**config.mk**
```make
export PLATFORM = sky130hd
export DESIGN_NAME = fetch_stage_flat
export DESIGN_NICKNAME = d
export VERILOG_FILES = /design/src/rtl/fetch_stage_if.sv /design/src/rtl/fetch_stage.sv /design/src/flat_wrapper.sv
export SDC_FILE = /design/constraint.sdc
export NUM_CORES = 1
export LEC_CHECK = 0
export CORE_MARGIN = 2
export CORE_UTILIZATION = 44
export DETAILED_ROUTE_END_ITERATION = 10
export PLACE_DENSITY_LB_ADDON = 0.08
export SYNTH_ARGS = -nofsm -noshare
export SYNTH_HDL_FRONTEND = slang
export SYNTH_SLANG_ARGS = --single-unit
```
**constraint.sdc**
```tcl
create_clock -name clk_i -period 4.7 [get_ports clk_i]
set_clock_uncertainty 0.05 [all_clocks]
set_input_delay 0.47 -clock clk_i [delete_from_list [all_inputs] [get_ports clk_i]]
set_output_delay 0.47 -clock clk_i [all_outputs]
set_load 0.02 [all_outputs]
```
**src/rtl/fetch_stage_if.sv**
```systemverilog
// -----------------------------------------------------------------------------
// fetch_stage_if
// Groups the buses of the fetch stage: the instruction-memory port and the
// valid/ready handshake towards decode.
//   imem_addr_o   fetch stage -> imem    instruction address (current PC)
//   imem_instr_i  imem -> fetch stage    instruction word, combinational read
//   id_valid_o    fetch stage -> decode  head entry valid
//   id_instr_o    fetch stage -> decode  head instruction (zero when empty)
//   id_pc4_o      fetch stage -> decode  PC+4 of head instruction (zero when empty)
//   id_ready_i    decode -> fetch stage  decode accepts the head entry
// master = fetch stage side, slave = memory/decode side.
// -----------------------------------------------------------------------------
interface fetch_stage_if;
  logic [31:0] imem_addr_o;
  logic [31:0] imem_instr_i;
  logic        id_valid_o;
  logic [31:0] id_instr_o;
  logic [31:0] id_pc4_o;
  logic        id_ready_i;

  modport master (
    output imem_addr_o,
    input  imem_instr_i,
    output id_valid_o,
    output id_instr_o,
    output id_pc4_o,
    input  id_ready_i
  );

  modport slave (
    input  imem_addr_o,
    output imem_instr_i,
    input  id_valid_o,
    input  id_instr_o,
    input  id_pc4_o,
    output id_ready_i
  );
endinterface

```
**src/rtl/fetch_stage.sv**
```systemverilog
// -----------------------------------------------------------------------------
// fetch_stage
// Instruction fetch stage: owns the PC, drives the instruction-memory address
// and buffers fetched {pc4, instr} pairs in a DEPTH-entry circular queue so
// decode can stall without losing or refetching instructions. A redirect
// flushes the queue and reloads the PC; reset overrides everything.
// Ports:
//   clk_i          clock, all state updates on the rising edge
//   rst_i          synchronous active-low reset
//   start_i        fetch enable; low pauses fetching, the queue still drains
//   redirect_i     taken branch/jump: flush queue, reload PC
//   redirect_pc_i  redirect target, bits [1:0] forced to zero
//   fetch_pc_o     current PC
//   count_o        queue occupancy
//   bus            imem port and decode handshake (fetch_stage_if.master)
// -----------------------------------------------------------------------------
module fetch_stage #(
  parameter logic [31:0] RESET_PC = 32'h0000_0000,
  parameter int          DEPTH    = 2
) (
  input  logic                       clk_i,
  input  logic                       rst_i,
  input  logic                       start_i,
  input  logic                       redirect_i,
  input  logic [31:0]                redirect_pc_i,
  output logic [31:0]                fetch_pc_o,
  output logic [$clog2(DEPTH):0]     count_o,
  fetch_stage_if.master              bus
);

  localparam int AW = $clog2(DEPTH);
  localparam int CW = AW + 1;

  logic [31:0]   r_pc;
  logic [AW-1:0] r_rd_ptr;
  logic [AW-1:0] r_wr_ptr;
  logic [CW-1:0] r_count;
  logic [31:0]   r_q_pc4   [DEPTH];
  logic [31:0]   r_q_instr [DEPTH];

  logic        w_valid;
  logic        w_pop;
  logic        w_push;
  logic [31:0] w_pc4;
  logic [31:0] w_redirect_pc;

  assign w_valid       = (r_count != '0);
  assign w_pop         = w_valid & bus.id_ready_i;
  // A full queue still accepts a fetch when decode frees the head this cycle.
  assign w_push        = start_i & ~redirect_i & ((r_count < CW'(DEPTH)) | w_pop);
  assign w_pc4         = r_pc + 32'd4;
  assign w_redirect_pc = redirect_pc_i & ~32'h0000_0003;

  // NOTE: sequential state uses non-blocking assignments so every register
  // samples pre-edge values, independent of statement order.
  always_ff @(posedge clk_i) begin
    if (!rst_i) begin
      r_pc     <= RESET_PC;
      r_rd_ptr <= '0;
      r_wr_ptr <= '0;
      r_count  <= '0;
    end else if (redirect_i) begin
      r_pc     <= w_redirect_pc;
      r_rd_ptr <= '0;
      r_wr_ptr <= '0;
      r_count  <= '0;
    end else begin
      if (w_push) begin
        r_pc     <= w_pc4;
        r_wr_ptr <= r_wr_ptr + AW'(1);
      end
      if (w_pop) begin
        r_rd_ptr <= r_rd_ptr + AW'(1);
      end
      case ({w_push, w_pop})
        2'b10:   r_count <= r_count + CW'(1);
        2'b01:   r_count <= r_count - CW'(1);
        default: r_count <= r_count;
      endcase
    end
  end

  // NOTE: queue storage is not reset; an entry is only visible once the
  // occupancy counter covers it, so stale contents are never presented.
  always_ff @(posedge clk_i) begin
    if (w_push) begin
      r_q_pc4[r_wr_ptr]   <= w_pc4;
      r_q_instr[r_wr_ptr] <= bus.imem_instr_i;
    end
  end

  assign bus.imem_addr_o = r_pc;
  assign fetch_pc_o      = r_pc;
  assign count_o         = r_count;
  assign bus.id_valid_o  = w_valid;
  // Empty queue presents all-zero words so decode sees a NOP.
  assign bus.id_instr_o  = w_valid ? r_q_instr[r_rd_ptr] : 32'h0;
  assign bus.id_pc4_o    = w_valid ? r_q_pc4[r_rd_ptr]   : 32'h0;

endmodule

```
**src/flat_wrapper.sv**
```systemverilog
// flat-port wrapper written by rule: the top's interface ports become plain ports
module fetch_stage_flat 
#(
  parameter logic [31:0] RESET_PC = 32'h0000_0000,
  parameter int          DEPTH    = 2
)
  (clk_i, rst_i, start_i, redirect_i, redirect_pc_i, fetch_pc_o, count_o, bus_imem_addr_o, bus_imem_instr_i, bus_id_valid_o, bus_id_instr_o, bus_id_pc4_o, bus_id_ready_i);
  fetch_stage_if bus_i ();
  input  logic clk_i;
  input  logic rst_i;
  input  logic start_i;
  input  logic redirect_i;
  input  logic [31:0] redirect_pc_i;
  output logic [31:0] fetch_pc_o;
  output logic [$clog2(DEPTH):0] count_o;
  output wire logic [$bits(bus_i.imem_addr_o)-1:0] bus_imem_addr_o;
  input wire logic [$bits(bus_i.imem_instr_i)-1:0] bus_imem_instr_i;
  output wire logic [$bits(bus_i.id_valid_o)-1:0] bus_id_valid_o;
  output wire logic [$bits(bus_i.id_instr_o)-1:0] bus_id_instr_o;
  output wire logic [$bits(bus_i.id_pc4_o)-1:0] bus_id_pc4_o;
  input wire logic [$bits(bus_i.id_ready_i)-1:0] bus_id_ready_i;
  assign bus_imem_addr_o = bus_i.imem_addr_o;
  assign bus_i.imem_instr_i = bus_imem_instr_i;
  assign bus_id_valid_o = bus_i.id_valid_o;
  assign bus_id_instr_o = bus_i.id_instr_o;
  assign bus_id_pc4_o = bus_i.id_pc4_o;
  assign bus_i.id_ready_i = bus_id_ready_i;
  fetch_stage #(.RESET_PC(RESET_PC), .DEPTH(DEPTH)) u_core (.clk_i(clk_i), .rst_i(rst_i), .start_i(start_i), .redirect_i(redirect_i), .redirect_pc_i(redirect_pc_i), .fetch_pc_o(fetch_pc_o), .count_o(count_o), .bus(bus_i));
endmodule
```
==> flow_summary_export.csv, run 1 <==
group,metric,value,unit
placed_design,portBuffers,191,
power_and_ir_drop,p_total,0.00336,W
worst_setup_path,cp_slowest_cell,"nor2_4",
sta,fin_crit_sh,65.8,%
synth,ys_async_sr_fraction,0,%
sta,min_period,3090,ps
finish,areaGrowthSynthToFinish,32.6,%
route,vias,5395,
clock_network,clkSlewWorstSetupHoldPaths,60,ps
clock_network,cts.sink_count,159,
global_route,grt_usage,19.0,%
clock_network,clockRootBuffer,"clkbuf_16",
synth,synth_edf_count,124,
floorplanning,pin_count,200,
finish,layout-drive-gt1-share,5.84,%
placed_design,hpwl,11600,um
worst_setup_path,worstSetupEndpointType,"output port",
synth,ys_seq_area_share,59.3,%
power_and_ir_drop,power.density,339,nW/um2
sta,hold_viol_final,0,
clock_network,cts_hold_buffers,0,
floorplanning,die_w,134,um
worst_setup_path,crit_path_start_kind,"register",
global_route,antenna_found_initial,0,
placed_design,dp_cells,976,
sta,drv_slew,0,
finish,final_common_cell,"clkdlybuf4s50_1",
route,wl_per_cell,17.1,um
clock_network,cts_max_path_buffers,2,
floorplanning,core-area,16600,um2
global_route,grt_pass1_wl,26500,um
finish,final_nets,846,
synth,ys_seq_elements,159,
sta,rsz0062_at_grt,"no",
global_route,grt_overflow_total,0,
worst_setup_path,crit_fanout,40,
sta,max_freq,324,MHz
worst_setup_path,crit_arrival,2570,ps
finish,final_cell_mix,"clkdlybuf4s50_1, edfxtp_1, nor2_1, mux2i_1, dfxtp_1",
synth,synth_flop_cell,"edfxtp_1",
synth,yosys_warnings,0,
clock_network,worstSkewPairLatency,420,ps
route,drt_wl_total,17300,um
worst_setup_path,path_delay_family,"buffers and inverters",
worst_setup_path,cp_slowest_stage_delay,760,ps
run_status,outcome,"completed",
placed_design,place.gp.congestion,0.807,
worst_setup_path,crit_chain,"nor2_4 > buf_4 > nor2_1 > clkdlybuf4s50_1",
global_route,grt_pass1_vias,5100,
synth,synthCells,633,
route,drt_iter0_drc,312,
clock_network,cts_resized,0,
synth,synth.avg_cell_area,11.8,um2
power_and_ir_drop,total_leakage_power,3.20,nW
worst_hold_path,min_path_type,"reg2reg",
worst_hold_path,whs_path_depth,2,
finish,insertedDiodeCount,0,
floorplanning,fp-row-count,47,
synth,syn_area,7470,um2
sta,worst_slew_pin_slew,1110,ps
global_route,grt_max_degree,63,
floorplanning,dieArea,18000,um2
route,ant_nets,0,
sta,setup_tns,0,ps
clock_network,cts_tree,"yes",
worst_setup_path,path_depth,4,
floorplanning,start_util,45.0,%
clock_network,post_cts_buffers,0,
synth,ys_types,53,
clock_network,cts_buffers,17,
power_and_ir_drop,ir_drop,263,uV
sta,slew_headroom,25.7,%
finish,fin_cells,1008,
route,via_per_inst,5.35,
sta,setup_violations,0,
route,dr.pass1.iters,5,
worst_setup_path,cp.required,4180,ps
worst_setup_path,rr_worst_depth,6,
flow_run,cap_violations,0,
floorplanning,fp.dieH,134,um
worst_setup_path,critical_path_class,"reg2out",
clock_network,htree_levels,4,
worst_setup_path,worst-path-buf-inv,2,
route,drc,0,
[final timing paths]
kind                          start                      to  slack, ps
setup / recovery  u_core.count_o[1]      bus_id_instr_o[16]       1610
hold / removal      u_core.r_rd_ptr                register        480
setup reg to reg  u_core.count_o[1]  u_core.r_q_instr[0][9]       2110
hold reg to reg     u_core.r_rd_ptr                register        480
[tightest hold or removal path, stage by stage (launching register included)]
cell,delay [ps]
dfxtp_1,330
xnor2_1,90
nor2_1,70
[cell type report]
class	instances	area [um2]
well taps	220	275
flip-flops and latches	159	4430
fillers	1325	6690
repair buffers	198	1990
inverters	6	22.5
clock buffers	24	494
multi-input cells	393	2610
clock inverters	8	78.8
[state kept, by name (all words and copies together), names as in the netlist, named ones only]
register / flops
u_core.count_o: 2
u_core.r_q_instr: 64
u_core.r_q_pc4: 60
u_core.bus.imem_addr_o: 30
u_core.r_rd_ptr: 1
u_core.r_wr_ptr: 1
[layer usage]
| layer | GRT usage [%] | routed length, um |
|---|---|---|
| met1 | 25.5 | 7540 |
| met2 | 29.6 | 8130 |
| met3 | 4.61 | 1230 |
| met4 | 8.01 | 365 |
| met5 | 0 | 0 |
[synthesized netlist by cell type (3+ instances only)]
| master | count | area (um2) |
|---|---|---|
| edfxtp_1 | 124 | 3720 |
| nor3_1 | 13 | 65.1 |
| a31oi_1 | 10 | 62.6 |
| nand3_1 | 12 | 60.1 |
| and3_1 | 8 | 50.1 |
| a311oi_1 | 3 | 26.3 |
| and2_1 | 4 | 25.0 |
| nor4_1 | 5 | 31.3 |
| xnor2_1 | 21 | 184 |
| a211oi_1 | 6 | 45.0 |
| nand2b_1 | 5 | 31.3 |
| mux2i_1 | 63 | 631 |
| nor2b_1 | 3 | 18.8 |
| dfxtp_1 | 35 | 701 |
| o21ai_0 | 25 | 125 |
| buf_1 | 7 | 26.3 |
| and4_1 | 9 | 78.8 |
| xor2_1 | 18 | 158 |
| nand2_1 | 23 | 86.3 |
| inv_1 | 6 | 22.5 |
| nand4_1 | 17 | 106 |
| or3_1 | 9 | 56.3 |
| nor2_1 | 85 | 319 |
| a21oi_1 | 5 | 25.0 |
| clkbuf_1 | 34 | 128 |
| or4_1 | 7 | 52.6 |
| buf_4 | 36 | 270 |
| o31ai_1 | 7 | 52.6 |
[report_power, final]
group / switching (W) / total, W / internal (W)
Sequential: 0.0000591 / 0.00164 / 0.00158
Combinational: 0.000204 / 0.000401 / 0.000197
Clock: 0.000528 / 0.00132 / 0.000793
[kinds of logic after synthesis]
logic type	count (synthesis)	share of synthesized area, %
DFF	159	59.3
other	1	0.0502
buffers and inverters	86	6.27
AOI/OAI and AO/OA	70	6.23
and+or+nand+nor	212	14.7
adders and majority gates	2	0.335
xor gates and xnor gates	39	4.58
muxes	64	8.60
[per-stage QoR]
stage	hold WS [ps]	utilization, %	worst slack (ps)	cell area, um2
floorplan	431	-	218	7480
global placement	440	56.2	1490	9320
detailed placement	465	56.2	1470	9320
CTS	484	59.7	1520	9900
global route	528	59.7	1390	9900
finish	477	59.7	1610	9900
Note: power is estimated with default switching activity, not from simulation.
==> run 2, diff against run 1 <==
Clock period 4.7 ns to 2.6 ns, I/O delays scaled along.
==> flow_summary_export.csv, run 2 (synthesized netlist as in run 1, its figures left out) <==
group,metric,value,unit
sta,rsz0062_at_grt,"no",
finish,layout-drive-gt1-share,8.63,%
route,drc,0,
route,vias,5454,
worst_hold_path,whs_path_depth,1,
finish,top_register,"u_core.r_q_instr",
worst_setup_path,worstSetupEndpointType,"output port",
power_and_ir_drop,p_switching,0.00146,W
sta,setup_tns,0,ps
flow_run,cap_violations,0,
finish,insertedDiodeCount,0,
power_and_ir_drop,power.density,605,nW/um2
worst_setup_path,cp.required,2290,ps
global_route,grt_pass1_vias,5293,
clock_network,clockRootBuffer,"clkbuf_16",
route,via_per_inst,5.29,
run_status,outcome,"completed",
placed_design,portBuffers,191,
finish,final_nets,869,
clock_network,cts_tree,"yes",
global_route,gr-max-usage-layer,"met2",
sta,fin_crit_sh,91.8,%
clock_network,cts_max_path_buffers,2,
finish,fill_cells,1356,
clock_network,cts.sink_count,159,
sta,setup_violations,0,
route,ant_nets,0,
worst_setup_path,critical_path_class,"reg2out",
global_route,grt_max_degree,63,
clock_network,htree_levels,4,
power_and_ir_drop,pwr-share-comb,12.7,%
worst_hold_path,min_path_type,"in2reg",
worst_setup_path,worst-path-buf-inv,2,
power_and_ir_drop,total_leakage_power,3.32,nW
global_route,antenna_found_initial,0,
worst_setup_path,rrSetupSlack,300,ps
clock_network,cts_hold_buffers,0,
route,drt_iter0_drc,267,
worst_setup_path,path_depth,4,
clock_network,cts_buffers,17,
floorplanning,core-area,16600,um2
placed_design,place.gp.congestion,0.805,
finish,final_cell_mix,"clkdlybuf4s50_1, edfxtp_1, nor2_1, mux2i_1, dfxtp_1",
worst_hold_path,worstHoldEndpoint,"u_core.r_q_instr[0][14]",
power_and_ir_drop,sw_frac_of_total,24.0,%
floorplanning,dieArea,18000,um2
route,dr.pass1.iters,6,
worst_setup_path,crit_fanout,14,
worst_setup_path,crit_arrival,2080,ps
power_and_ir_drop,ir_drop,464,uV
worst_setup_path,crit_chain,"buf_4 > mux2i_1 > nor2_1 > clkdlybuf4s50_1",
global_route,use_met2,32.2,%
finish,areaGrowthSynthToFinish,35.2,%
placed_design,hpwl,12100,um
worst_setup_path,cp_slowest_cell,"clkdlybuf4s50_1",
floorplanning,fp-row-count,47,
sta,drv_slew,0,
route,wl_per_cell,17.1,um
worst_hold_path,hp-start,"bus_imem_instr_i[14]",
route,drt_wl_total,17600,um
global_route,grt_overflow_total,0,
sta,max_freq,419,MHz
global_route,use_met3,3.93,%
power_and_ir_drop,p_seq_share,48.0,%
floorplanning,pin_count,200,
worst_setup_path,r2r-end,"u_core.bus.imem_addr_o[22]",
worst_setup_path,cp_slowest_stage_delay,560,ps
floorplanning,fp.dieH,134,um
power_and_ir_drop,p_int,0.00464,W
worst_setup_path,reg2reg_from,"u_core.bus.imem_addr_o[2]",
global_route,grt_pass1_wl,27100,um
worst_setup_path,rr_worst_depth,5,
global_route,grtUsageMet1,25.2,%
sta,hold_ws,377,ps
clock_network,post_cts_buffers,0,
global_route,grt_usage,19.3,%
sta,min_period,2390,ps
finish,largest_reg_flops,64,
sta,hold_viol_final,0,
clock_network,worstSkewPairLatency,420,ps
clock_network,clkSlewWorstSetupHoldPaths,60,ps
floorplanning,start_util,45.0,%
worst_setup_path,path_delay_family,"buffers and inverters",
finish,final_common_cell,"clkdlybuf4s50_1",
worst_setup_path,crit_path_start_kind,"register",
floorplanning,die_w,134,um
clock_network,cts_resized,0,
power_and_ir_drop,pwr-share-clk,39.2,%
-- run 2: power by group through the flow --
stage | clock network [W] | logic (W) | registers (W)
6_report | 0.00240 | 0.000776 | 0.00293
5_1_grt | 0.00254 | 0.000829 | 0.00294
4_1_cts | 0.00244 | 0.000784 | 0.00293
3_5_place_dp | 0 | 0.000780 | 0.00298
3_3_place_gp | 0 | 0.000769 | 0.00298
2_1_floorplan | 0 | 0.000388 | 0.00301
-- run 2: worst max path at each step --
stage	slack (ps)	end	startpoint
4_1_cts	150	bus_id_pc4_o[3]	register
6_report	210	bus_id_pc4_o[3]	register
2_1_floorplan	20	u_core.r_q_instr[0][0]	redirect_i
3_5_place_dp	150	u_core.count_o[1]	bus_id_ready_i
5_1_grt	90	bus_id_pc4_o[20]	u_core.count_o[1]
3_3_place_gp	200	u_core.count_o[1]	bus_id_ready_i
-- run 2: area by class of cell --
cell class / instances / area [um2] / share of cell area [%]
clock buffer: 19 / 433 / 4.29
clock inverter: 13 / 139 / 1.38
inverter: 6 / 22.5 / 0.223
multi-input combinational: 393 / 2610 / 25.8
sequential: 159 / 4430 / 43.9
tap: 220 / 275 / 2.73
timing repair buffer: 221 / 2190 / 21.7
-- run 2: through the flow --
stage          cells  cell area, um2  total power (W)  utilization [%]  setup slack [ps]
2_1_floorplan    638            7490          0.00339                -              24.9
3_3_place_gp     999            9520          0.00375             57.4               203
3_5_place_dp     999            9520          0.00377             57.4               150
4_1_cts         1031           10100          0.00615             60.9               151
5_1_grt         1031           10100          0.00631             60.9              88.5
6_report        1031           10100          0.00610             60.9               213
-- run 2: routing by layer --
metal | share of wire (%) | routed length, um | up-vias
met3 | 6.0 | 1050 | 19
met1 | 44 | 7770 | 2625
met4 | 1.5 | 262 | 0
li1 | - | - | 2622
met2 | 48 | 8540 | 188
met5 | 0 | 0 | -
